[config.mk]
export PLATFORM = sky130hd
export DESIGN_NAME = instr_encoder
export DESIGN_NICKNAME = d
export VERILOG_FILES = /design/src/rtl/instr_encoder.sv
export SDC_FILE = /design/constraint.sdc
export NUM_CORES = 1
export LEC_CHECK = 0
export BUFFER_PORTS_ARGS = -buffer_cell sky130_fd_sc_hd__buf_2
export CORE_MARGIN = 2
export CORE_UTILIZATION = 50
export DETAILED_ROUTE_END_ITERATION = 8
export PLACE_DENSITY = 0.79
export SETUP_SLACK_MARGIN = 0.15
export SYNTH_ARGS = -nofsm -noshare
export SYNTH_HDL_FRONTEND = slang
export SYNTH_SLANG_ARGS = --single-unit
[constraint.sdc]
create_clock -name clk_i -period 6.95 [get_ports clk_i]
set_input_delay 1.0425 -clock clk_i [delete_from_list [all_inputs] [get_ports clk_i]]
set_output_delay 1.0425 -clock clk_i [all_outputs]
set_load 0.005 [all_outputs]
[src/rtl/instr_encoder.sv]
// instr_encoder: encodes I-ALU / load / store / branch requests into 32-bit
// instruction words and queues them, each tagged with a byte address, in a
// small FIFO for a downstream consumer.
//
// Ports:
//   clk_i, rst_i          clock, synchronous active-low reset
//   req_valid_i/ready_o   request handshake (ready only reflects free space)
//   type_i, funct3_i      instruction class and funct3 field
//   rd_i, rs1_i, rs2_i    register fields
//   imm_i                 signed 32-bit immediate
//   out_valid_o/ready_i   output handshake for the FIFO head
//   instr_o, addr_o       head instruction and its byte address (0 when empty)
//   count_o               FIFO occupancy
//   err_o, err_cnt_o      rejected-request pulse and saturating count
//
// Configuration macro: ENC_RANGE_CHECK_EN enables immediate/funct3 range
// checking with request rejection; without it immediates are truncated and
// err_o/err_cnt_o are tied to zero.
module instr_encoder #(
  parameter int FIFO_DEPTH = 4
) (
  input  logic        clk_i,
  input  logic        rst_i,
  input  logic        req_valid_i,
  output logic        req_ready_o,
  input  logic [1:0]  type_i,
  input  logic [2:0]  funct3_i,
  input  logic [4:0]  rd_i,
  input  logic [4:0]  rs1_i,
  input  logic [4:0]  rs2_i,
  input  logic [31:0] imm_i,
  output logic        out_valid_o,
  input  logic        out_ready_i,
  output logic [31:0] instr_o,
  output logic [31:0] addr_o,
  output logic [4:0]  count_o,
  output logic        err_o,
  output logic [7:0]  err_cnt_o
);

  localparam int         PTR_W   = (FIFO_DEPTH > 1) ? $clog2(FIFO_DEPTH) : 1;
  localparam logic [4:0] DEPTH_C = 5'(FIFO_DEPTH);

  // Field placement for the four supported instruction classes.
  function automatic logic [31:0] encode(
    input logic [1:0]  typ,
    input logic [2:0]  f3,
    input logic [4:0]  rd,
    input logic [4:0]  rs1,
    input logic [4:0]  rs2,
    input logic [31:0] imm
  );
    logic [31:0] word;
    case (typ)
      2'b00: begin
        if (f3 == 3'b101) begin
          word = {7'b0100000, imm[4:0], rs1, f3, rd, 7'b0010011};
        end else begin
          word = {imm[11:0], rs1, f3, rd, 7'b0010011};
        end
      end
      2'b01:   word = {imm[11:0], rs1, f3, rd, 7'b0000011};
      2'b10:   word = {imm[11:5], rs2, rs1, f3, imm[4:0], 7'b0100011};
      2'b11:   word = {imm[11], imm[9:4], rs2, rs1, f3, imm[3:0], imm[10], 7'b1100011};
      default: word = 32'd0;
    endcase
    return word;
  endfunction

`ifdef ENC_RANGE_CHECK_EN
  // True when the request cannot be encoded without losing information.
  function automatic logic out_of_range(
    input logic [1:0]  typ,
    input logic [2:0]  f3,
    input logic [31:0] imm
  );
    logic bad;
    // 12-bit signed range: bits [31:11] must all equal the sign bit.
    bad = (imm[31:11] != {21{imm[31]}});
    if (typ == 2'b00) begin
      if (f3 == 3'b101) begin
        bad = bad | (imm[31:5] != 27'd0);
      end else if (f3 != 3'b000) begin
        bad = 1'b1;
      end else begin
        bad = bad;
      end
    end else begin
      bad = bad;
    end
    return bad;
  endfunction
`endif

  logic [31:0]      instr_mem_q [FIFO_DEPTH];
  logic [31:0]      addr_mem_q  [FIFO_DEPTH];
  logic [PTR_W-1:0] wr_ptr_q, wr_ptr_d;
  logic [PTR_W-1:0] rd_ptr_q, rd_ptr_d;
  logic [4:0]       count_q, count_d;
  logic [31:0]      addr_q, addr_d;
  logic             accept_s, reject_s, push_s, pop_s;
  logic [31:0]      enc_s;

`ifdef ENC_RANGE_CHECK_EN
  logic       err_q, err_d;
  logic [7:0] err_cnt_q, err_cnt_d;
  assign reject_s  = out_of_range(type_i, funct3_i, imm_i);
  assign err_o     = err_q;
  assign err_cnt_o = err_cnt_q;
`else
  // Upper immediate bits are deliberately discarded in this build.
  logic unused_imm_s;
  assign unused_imm_s = ^imm_i[31:12];
  assign reject_s     = 1'b0;
  assign err_o        = 1'b0;
  assign err_cnt_o    = 8'd0;
`endif

  assign req_ready_o = (count_q < DEPTH_C);
  assign out_valid_o = (count_q != 5'd0);
  assign count_o     = count_q;
  assign accept_s    = req_valid_i & req_ready_o;
  assign push_s      = accept_s & ~reject_s;
  assign pop_s       = out_valid_o & out_ready_i;
  assign enc_s       = encode(type_i, funct3_i, rd_i, rs1_i, rs2_i, imm_i);

  // Next-state for pointers, occupancy, address counter and error tracking.
  always_comb begin
    wr_ptr_d = push_s ? (wr_ptr_q + PTR_W'(1)) : wr_ptr_q;
    rd_ptr_d = pop_s  ? (rd_ptr_q + PTR_W'(1)) : rd_ptr_q;
    addr_d   = push_s ? (addr_q + 32'd4) : addr_q;
    if (push_s && !pop_s) begin
      count_d = count_q + 5'd1;
    end else if (pop_s && !push_s) begin
      count_d = count_q - 5'd1;
    end else begin
      count_d = count_q;
    end
`ifdef ENC_RANGE_CHECK_EN
    err_d = accept_s & reject_s;
    if (err_d && (err_cnt_q != 8'hFF)) begin
      err_cnt_d = err_cnt_q + 8'd1;
    end else begin
      err_cnt_d = err_cnt_q;
    end
`endif
  end

  // State registers and FIFO storage; reset discards all buffered entries.
  always_ff @(posedge clk_i) begin
    if (!rst_i) begin
      wr_ptr_q <= '0;
      rd_ptr_q <= '0;
      count_q  <= 5'd0;
      addr_q   <= 32'd0;
      for (int i = 0; i < FIFO_DEPTH; i++) begin
        instr_mem_q[i] <= 32'd0;
        addr_mem_q[i]  <= 32'd0;
      end
`ifdef ENC_RANGE_CHECK_EN
      err_q     <= 1'b0;
      err_cnt_q <= 8'd0;
`endif
    end else begin
      wr_ptr_q <= wr_ptr_d;
      rd_ptr_q <= rd_ptr_d;
      count_q  <= count_d;
      addr_q   <= addr_d;
      if (push_s) begin
        instr_mem_q[wr_ptr_q] <= enc_s;
        addr_mem_q[wr_ptr_q]  <= addr_q;
      end
`ifdef ENC_RANGE_CHECK_EN
      err_q     <= err_d;
      err_cnt_q <= err_cnt_d;
`endif
    end
  end

  // Head-of-FIFO presentation, forced to zero while empty.
  always_comb begin
    if (out_valid_o) begin
      instr_o = instr_mem_q[rd_ptr_q];
      addr_o  = addr_mem_q[rd_ptr_q];
    end else begin
      instr_o = 32'd0;
      addr_o  = 32'd0;
    end
  end

endmodule

==> results of run 1 <==
## cell usage after synthesis, types with 13 or more instances
master	number
xor2_1	22
nand3_1	13
mux4_2	59
clkbuf_1	41
buf_4	15
nand2_1	69
buf_2	14
inv_1	64
and2_1	95
nor2_1	178
nand2b_1	13
mux2i_1	14
edfxtp_1	236
dfxtp_1	41
## cells in the final DEF, fill, tap and decap left out, types with 7 or more instances in the layout
master | netlist | layout
nand3_1 | 13 | 12
mux4_2 | 59 | 59
edfxtp_1 | 236 | 236
nand2b_1 | 13 | 11
and2_1 | 95 | 95
inv_1 | 64 | 64
buf_2 | 14 | 102
a21oi_1 | 7 | 7
xor2_1 | 22 | 22
nand4_1 | 7 | 7
conb_1 | 1 | 13
mux2i_1 | 14 | 14
nor2_1 | 178 | 178
nor3_1 | 10 | 10
nand2_1 | 69 | 67
xnor2_1 | 11 | 11
buf_4 | 15 | 10
clkbuf_16 | 0 | 30
o21ai_0 | 11 | 9
dfxtp_1 | 41 | 39
## where the power goes
| part | switching [uW] | total (uW) | internal, uW |
|---|---|---|---|
| clock network | 614 | 1540 | 929 |
| registers | 109 | 2070 | 1960 |
| logic | 675 | 1240 | 569 |
## cells by family after synthesis
group	Yosys count	synth area share [%]
AND/OR/NAND/NOR	413	16.1
flip-flops	277	62.9
buffers and inverters	140	4.91
multiplexers	78	12.1
XOR/XNOR	33	2.30
AO/OA/AOI/OAI	20	0.836
adder cells (fa/ha/maj)	7	0.757
other	1	0.0298
## worst max-delay path, cell delays in order
cell	delay, ns
buf_2	0.08
nor4b_4	0.60
nand2_1	0.59
or3_1	0.93
nand2_2	0.54
buf_4	0.50
## per-stage QoR
step / instances / hold slack [ns] / worst slack, ns
after floorplan: 981 / 0.467 / 0.637
final: 1399 / 0.517 / 2.82
after global routing: 1399 / 0.559 / 2.64
after global placement: 1348 / 0.485 / 2.32
after detailed placement: 1348 / 0.516 / 2.27
after CTS: 1399 / 0.519 / 2.83
## layer usage
layer  vias to the layer above  share of wire (%)  GRT usage [%]
li1                       3503                  -              -
met1                      3784                 42           26.7
met2                       233                 51           34.9
met3                        33                5.7           2.55
met4                         0                1.6           3.94
met5                         -                  0              0
## registers in the layout, summed over array words and instances, names as in the netlist, named ones only
signal / cells
addr_mem_q: 120
addr_q: 30
count_o: 5
instr_mem_q: 116
rd_ptr_q: 2
wr_ptr_q: 2
## layout make-up
type | count | area [um2] | area share [%]
repair buffers | 112 | 586 | 4.11
multi-input cells | 564 | 4130 | 29.0
clock inverters | 12 | 149 | 1.04
flip-flops and latches | 277 | 7910 | 55.5
clock buffers | 39 | 815 | 5.72
well taps | 330 | 413 | 2.90
inverters | 65 | 244 | 1.71
## final timing paths
check | endpoint | slack [ns]
setup / recovery | instr_mem_q[0][27] | 2.82
hold / removal | addr_q[31] | 0.52
setup reg to reg | instr_mem_q[0][27] | 2.88
hold reg to reg | addr_q[31] | 0.52
==> flow_summary.ini, run 1 <==
[sta]
tns_ns = 0
relSlewSlack_pct = 26.2
finalSetupViolCount = 0
period_needed_ns = 4.13
max_freq_mhz = 242
tightest_slew_ns = 1.11
skew_ns = 0.00703
hold_violations = 0
min_period_over_period_pct = 59.4
rsz0062_at_grt = no
maxSlewViolCount = 0

[clock_tree]
cts.clk_slew.worst_paths_ns = 0.06
post_cts_buffers = 0
cts_hold_buf = 0
clockBufferDepth = 3
cts-root-buf = clkbuf_16
h-tree-depth = 1
clkLatencyLatePin_ns = 0.54
cts_buffers = 28
cts-resized-gates = 0
clock_sinks = 277
cts_tree = done

[logic_synthesis]
synth_top_cell_by_area = edfxtp_1
yosysSeqAreaShare_pct = 62.9
syn-cell-area_um2 = 12600
synthTopCellsByArea = edfxtp_1, mux4_2, dfxtp_1
synth_seq_cells = 277
yosysTopAreaCellShare_pct = 56.4
synth_area_per_cell_um2 = 13.0
async_flop_share_pct = 0
syn_inst = 969
synth_flop_cell = edfxtp_1
yosysWarnings = 0
synth-edff-count = 236
ys_types = 42

[grt]
grt_pass1_vias = 7538
grt_pass1_wl_um = 40500
antenna_found_initial = 0
track_usage_pct = 19.8
grt_max_degree = 63
globalRoute.totalOverflow = 0

[power_and_ir_drop]
total_power_uw = 4860
p_leak_uw = 0.00568
vdd_drop_max_v = 0.000232
p_per_area_nw_per_um2 = 341

[layout]
nFillCells = 1952
post-route-util_pct = 57.2
antenna_cells = 0
fin_nets = 1111
syn2layout_area_growth_pct = 13.4
layout-drive-gt1-share_pct = 22.2
final_area_um2 = 14200

[hold_path]
hp-start = addr_q[31]
whs_path_depth = 2
hold_class = reg2reg

[critical_path]
end_kind = register
worstSetupPathType = in2reg
cp_max_fo = 30
worstSetupStartpoint = req_valid_i
r2r-start = count_o[2]
critPathRequiredTime_ns = 7.13
reg2regPathDepth = 5
critPathLaunchType = primary input
critPathArrivalTime_ns = 4.31

[floorplanning]
die_w_um = 163
die_y_um = 163
core_area_um2 = 24900
rows = 58
initial_utilization_pct = 50.5
ios = 136
dieArea_um2 = 26400

[drt]
postRouteWirelength_um = 26300
drc_errors = 0
antenna_left = 0
dr.first_iter.drc_count = 623
wl_per_cell_um = 18.8
via_per_inst = 5.40
dr.pass1.iters = 5
num_vias = 7553

[run_status]
status = finished, final reports clean

[placement]
place_area_um2 = 13300
numPortBuffers = 102
gp_congestion = 0.746
dpl.hpwl_um = 15200

[job]
maxCapViolCount = 0
Power figures use the tool's default switching activity.
==> inputs of run 2 (changes only) <==
- PLACE_DENSITY: 0.79 -> 0.81
- clock period: 6.95 -> 3.55 ns (I/O delays scaled with it)
==> run 2 against run 1 <==
Combinational power grew 100%; register-to-register slack lost 2.0 ns; first-iteration DRC count grew 11%; power grew 98%; die area is the same; via count grew 1.3%; design area grew 0.83%; utilization grew 0.47 points; largest cell class unchanged; clock power grew 99%; count of clock-buffer cells in the layout grew 1; hold slack lost 0.22 ns; clock skew grew 0.0077 ns.
==> flow_summary.ini, run 2 (synthesized netlist as in run 1, its figures left out) <==
[clock_tree]
cts_hold_buf = 0
h-tree-depth = 1
post_cts_buffers = 0
cts-root-buf = clkbuf_16
cts.clk_slew.worst_paths_ns = 0.06
clockBufferDepth = 3
clkLatencyLatePin_ns = 0.54
cts-resized-gates = 0
cts_buffers = 28
clock_sinks = 277
cts_tree = done

[sta]
tns_ns = 0
rsz0062_at_grt = no
finalSetupViolCount = 0
holdWs_ns = 0.299
max_freq_mhz = 343
hold_violations = 0
skew_ns = 0.0147
tightest_slew_ns = 0.802
min_period_over_period_pct = 82.2
setup_ws_ns = 0.633
period_needed_ns = 2.92
maxSlewViolCount = 0
relSlewSlack_pct = 46.6

[critical_path]
critPathRequiredTime_ns = 3.02
crit_end = addr_o[12]
critPathArrivalTime_ns = 2.38
worstSetupPathType = reg2out
cp_max_fo = 20
regToRegSetupSlack_ns = 0.92
rr_endpoint = addr_mem_q[0][19]
critPathLaunchType = register
reg2regPathDepth = 7
end_kind = output port
r2r-start = count_o[2]

[grt]
grt_max_degree = 62
grt.busiest_layer = met2
grtUsageMet2_pct = 35.9
grt_pass1_vias = 7864
grt_use_met1_pct = 27.2
antenna_found_initial = 1
globalRoute.totalOverflow = 0
grt_pass1_wl_um = 41900
met3_usage_pct = 3.28
track_usage_pct = 20.5

[floorplanning]
rows = 58
die_w_um = 163
ios = 136
dieArea_um2 = 26400
initial_utilization_pct = 50.5
die_y_um = 163
core_area_um2 = 24900

[drt]
num_vias = 7651
dr.first_iter.drc_count = 691
wl_per_cell_um = 19.0
drc_errors = 0
via_per_inst = 5.43
antenna_left = 0
postRouteWirelength_um = 26800
dr.pass1.iters = 6

[placement]
dp_slack_ns = 0.801
dpl.hpwl_um = 15600
numPortBuffers = 102
place_area_um2 = 13400
gp_congestion = 0.773

[layout]
syn2layout_area_growth_pct = 14.4
final_area_um2 = 14400
layout-drive-gt1-share_pct = 23.4
final_cell_mix = edfxtp_1, nor2_1, buf_2
antenna_cells = 0
nFillCells = 1923
top_regs = addr_mem_q (120), instr_mem_q (116), addr_q (30)
multi_input_area_um2 = 4120
largest_register_ffs = 120
fin_nets = 1121
ff_latch_area_um2 = 7910
largest_register = addr_mem_q
final_common_cell = edfxtp_1

[power_and_ir_drop]
vdd_drop_max_v = 0.000434
p_per_area_nw_per_um2 = 669
p_leak_uw = 0.00576
total_power_uw = 9610

[job]
maxCapViolCount = 0

[hold_path]
hold_class = in2reg

[run_status]
status = finished, final reports clean
## run 2: changes by cell type in the layout (fill, tap and decap cells not counted), sizes merged
cell and delta:
buf +10, bufinv -1, clkbuf +1, clkinv +2, clkinvlp -1
## run 2: report_power, final
| group | switching (uW) | internal (uW) | leakage (uW) | total (uW) |
|---|---|---|---|---|
| clock network | 1210 | 1840 | 0.000492 | 3060 |
| registers | 180 | 3840 | 0.00278 | 4020 |
| logic | 1360 | 1160 | 0.00249 | 2530 |
## run 2: how the worst min path moves through the flow
stage | startpoint | endpoint | slack (ns) | cells after the start
floorplan | addr_q[31] | addr_q[31] | 0.47 | 2
CTS | rs1_i[3] | instr_mem_q[0][18] | 0.28 | 2
finish | rs1_i[0] | instr_mem_q[0][15] | 0.30 | 2
global route | rs1_i[0] | instr_mem_q[0][15] | 0.30 | 2
detailed placement | addr_q[31] | addr_q[31] | 0.51 | 2
global placement | addr_q[31] | addr_q[31] | 0.48 | 2
## run 2: metrics by stage
step	util, %	std cells
2_1_floorplan	-	981
3_3_place_gp	53.8	1358
3_5_place_dp	53.8	1358
4_1_cts	57.7	1410
5_1_grt	57.7	1410
6_report	57.7	1410
## run 2: metal layers
layer | vias up | share of wire (%) | wire length, um
li1 | 3512 | - | -
met1 | 3817 | 41 | 10900
met2 | 286 | 50 | 13500
met3 | 34 | 7.2 | 1940
met4 | 2 | 1.6 | 418
met5 | - | 0.048 | 13
## run 2: critical path, stage by stage, from the launching register on
cell	delay, ns
dfxtp_4	0.64
buf_4	0.35
mux4_2	0.57
and2_1	0.17
buf_2	0.12
## run 2: final cells by class
cell class / instances / area share [%]
flip-flops and latches: 277 / 55.1
inverters: 65 / 1.70
clock inverters: 12 / 0.758
clock buffers: 40 / 6.05
multi-input cells: 564 / 28.7
repair buffers: 122 / 4.86
well taps: 330 / 2.87
==> inputs of run 3 (changes only) <==
- clock period: 3.55 -> 2.4 ns (I/O delays scaled with it)
==> run 3 against run 2 <==
The run now ends with negative setup slack left; power grew 62%; final cell count is 1.8% higher; sequential share of layout area down 2.8 points; via count rose by 2.7%; first-iteration DRC count is 14% higher; setup slack got worse by 0.67 ns.
==> flow_summary.ini, run 3 (synthesized netlist as in run 1, its figures left out) <==
[power_and_ir_drop]
vdd_drop_max_v = 0.000749
p_sw_share_pct = 28.4
p_per_area_nw_per_um2 = 1030
clkPwrFrac_pct = 28.5
p_leak_uw = 0.00606
p_switching_uw = 4410
p_comb_share_pct = 33.5
power_frac_seq_pct = 38.0
p_int_uw = 11100
total_power_uw = 15500

[grt]
track_usage_pct = 21.2
grt.busiest_layer = met2
grt_use_met1_pct = 28.0
grt_pass1_wl_um = 42900
antenna_found_initial = 0
grt_max_degree = 62
globalRoute.totalOverflow = 0
met3_usage_pct = 2.95
grtUsageMet2_pct = 37.0
grt_pass1_vias = 8011

[sta]
hold_violations = 0
finalSetupViolCount = 19
period_needed_ns = 2.44
min_period_over_period_pct = 102
maxSlewViolCount = 0
setup_ws_ns = -0.0372
relSlewSlack_pct = 45.0
holdWs_ns = 0.126
rsz0062_at_grt = yes
skew_ns = 0.00680
max_freq_mhz = 410
tns_ns = -0.366
tightest_slew_ns = 0.826

[drt]
drc_errors = 0
via_per_inst = 5.47
wl_per_cell_um = 19.7
dr.pass1.iters = 5
dr.first_iter.drc_count = 785
antenna_left = 0
num_vias = 7856
postRouteWirelength_um = 28300

[layout]
final_cell_mix = edfxtp_1, nor2_1, buf_2
top_regs = addr_mem_q (120), instr_mem_q (116), addr_q (30)
largest_register_ffs = 120
layout-drive-gt1-share_pct = 28.8
syn2layout_area_growth_pct = 20.5
final_common_cell = edfxtp_1
largest_register = addr_mem_q
post-route-util_pct = 60.8
fin_nets = 1146
antenna_cells = 0

[clock_tree]
clockBufferDepth = 3
cts-root-buf = clkbuf_16
clkLatencyLatePin_ns = 0.54
h-tree-depth = 1
cts_buffers = 28
cts_tree = done
cts.clk_slew.worst_paths_ns = 0.06
clock_sinks = 277
cts_hold_buf = 0

[critical_path]
regToRegSetupSlack_ns = 0.23
end_kind = output port
critPathRequiredTime_ns = 2.04
worstSetupPathType = reg2out
r2r-start = count_o[3]
reg2regPathDepth = 10
critPathArrivalTime_ns = 2.08
critPathLaunchType = register
rr_endpoint = count_o[4]
cp_max_fo = 6

[floorplanning]
die_w_um = 163
ios = 136
die_y_um = 163
initial_utilization_pct = 50.5
rows = 58
dieArea_um2 = 26400
core_area_um2 = 24900

[hold_path]
hold_class = in2reg
hp-start = rs1_i[2]
whs_path_depth = 2
hold_end = instr_mem_q[0][17]

[placement]
dpl.hpwl_um = 16000
gp_congestion = 0.790
numPortBuffers = 102

[run_status]
violations = negative setup slack
status = finished with violations

[job]
maxCapViolCount = 0
## run 3: changes by cell type in the layout (fill, tap and decap cells not counted), moves of 7 or more
cell	change
and2_4	+33
buf_4	+7
and2_1	-33
buf_12	+8
buf_6	+34
buf_2	-32
## run 3: timing repair
item	in CTS	in global routing
setup endpoints to repair	68	160
cloned	4	3
pin swaps	4	6
resized for setup	20	71
buffers inserted	7	4
## run 3: worst max path at each step
stage	start	endpoint	slack [ns]	cells past startpoint
after global routing	register	instr_o[18]	-0.09	5
after floorplan	count_o[4]	addr_mem_q[1][10]	0.06	4
after CTS	register	addr_o[27]	-0.04	5
after detailed placement	count_o[2]	count_o[4]	0.07	10
final	register	addr_o[29]	-0.04	5
after global placement	count_o[2]	count_o[4]	0.14	10
## run 3: critical path, stage by stage, from the launching register on
cell and delay (ns):
dfxtp_4 0.39, buf_12 0.18, clkbuf_16 0.18, mux4_2 0.51
and2_4 0.18, buf_6 0.11
## run 3: metal layers
metal,vias to the layer above,share of wire [%]
met3,52,6.9
met4,0,2.7
li1,3569,-
met1,3919,40
met2,316,51
met5,-,0
## run 3: power by group through the flow
stage / Clock (uW) / Combinational, uW / Sequential [uW]
after detailed placement: 0 / 3940 / 5960
after global routing: 4660 / 5560 / 5930
after CTS: 4460 / 4420 / 5880
after floorplan: 0 / 2570 / 5900
after global placement: 0 / 3880 / 5940
final: 4430 / 5200 / 5890
## run 3: layout make-up
class,count,area [um2]
Clock inverter,8,88.8
Multi-Input combinational cell,564,4270
Tap cell,330,413
Clock buffer,44,863
Sequential cell,277,7920
Timing Repair Buffer,147,1350
Fill cell,1845,9750
Inverter,65,244
## run 3: stage by stage
stage | cells | instance area, um2 | setup WS (ns)
finish | 1435 | 15100 | -0.0372
global route | 1435 | 15100 | -0.0858
CTS | 1428 | 14700 | -0.0428
detailed placement | 1365 | 13500 | 0.0697
global placement | 1365 | 13500 | 0.144
floorplan | 981 | 12700 | 0.0603
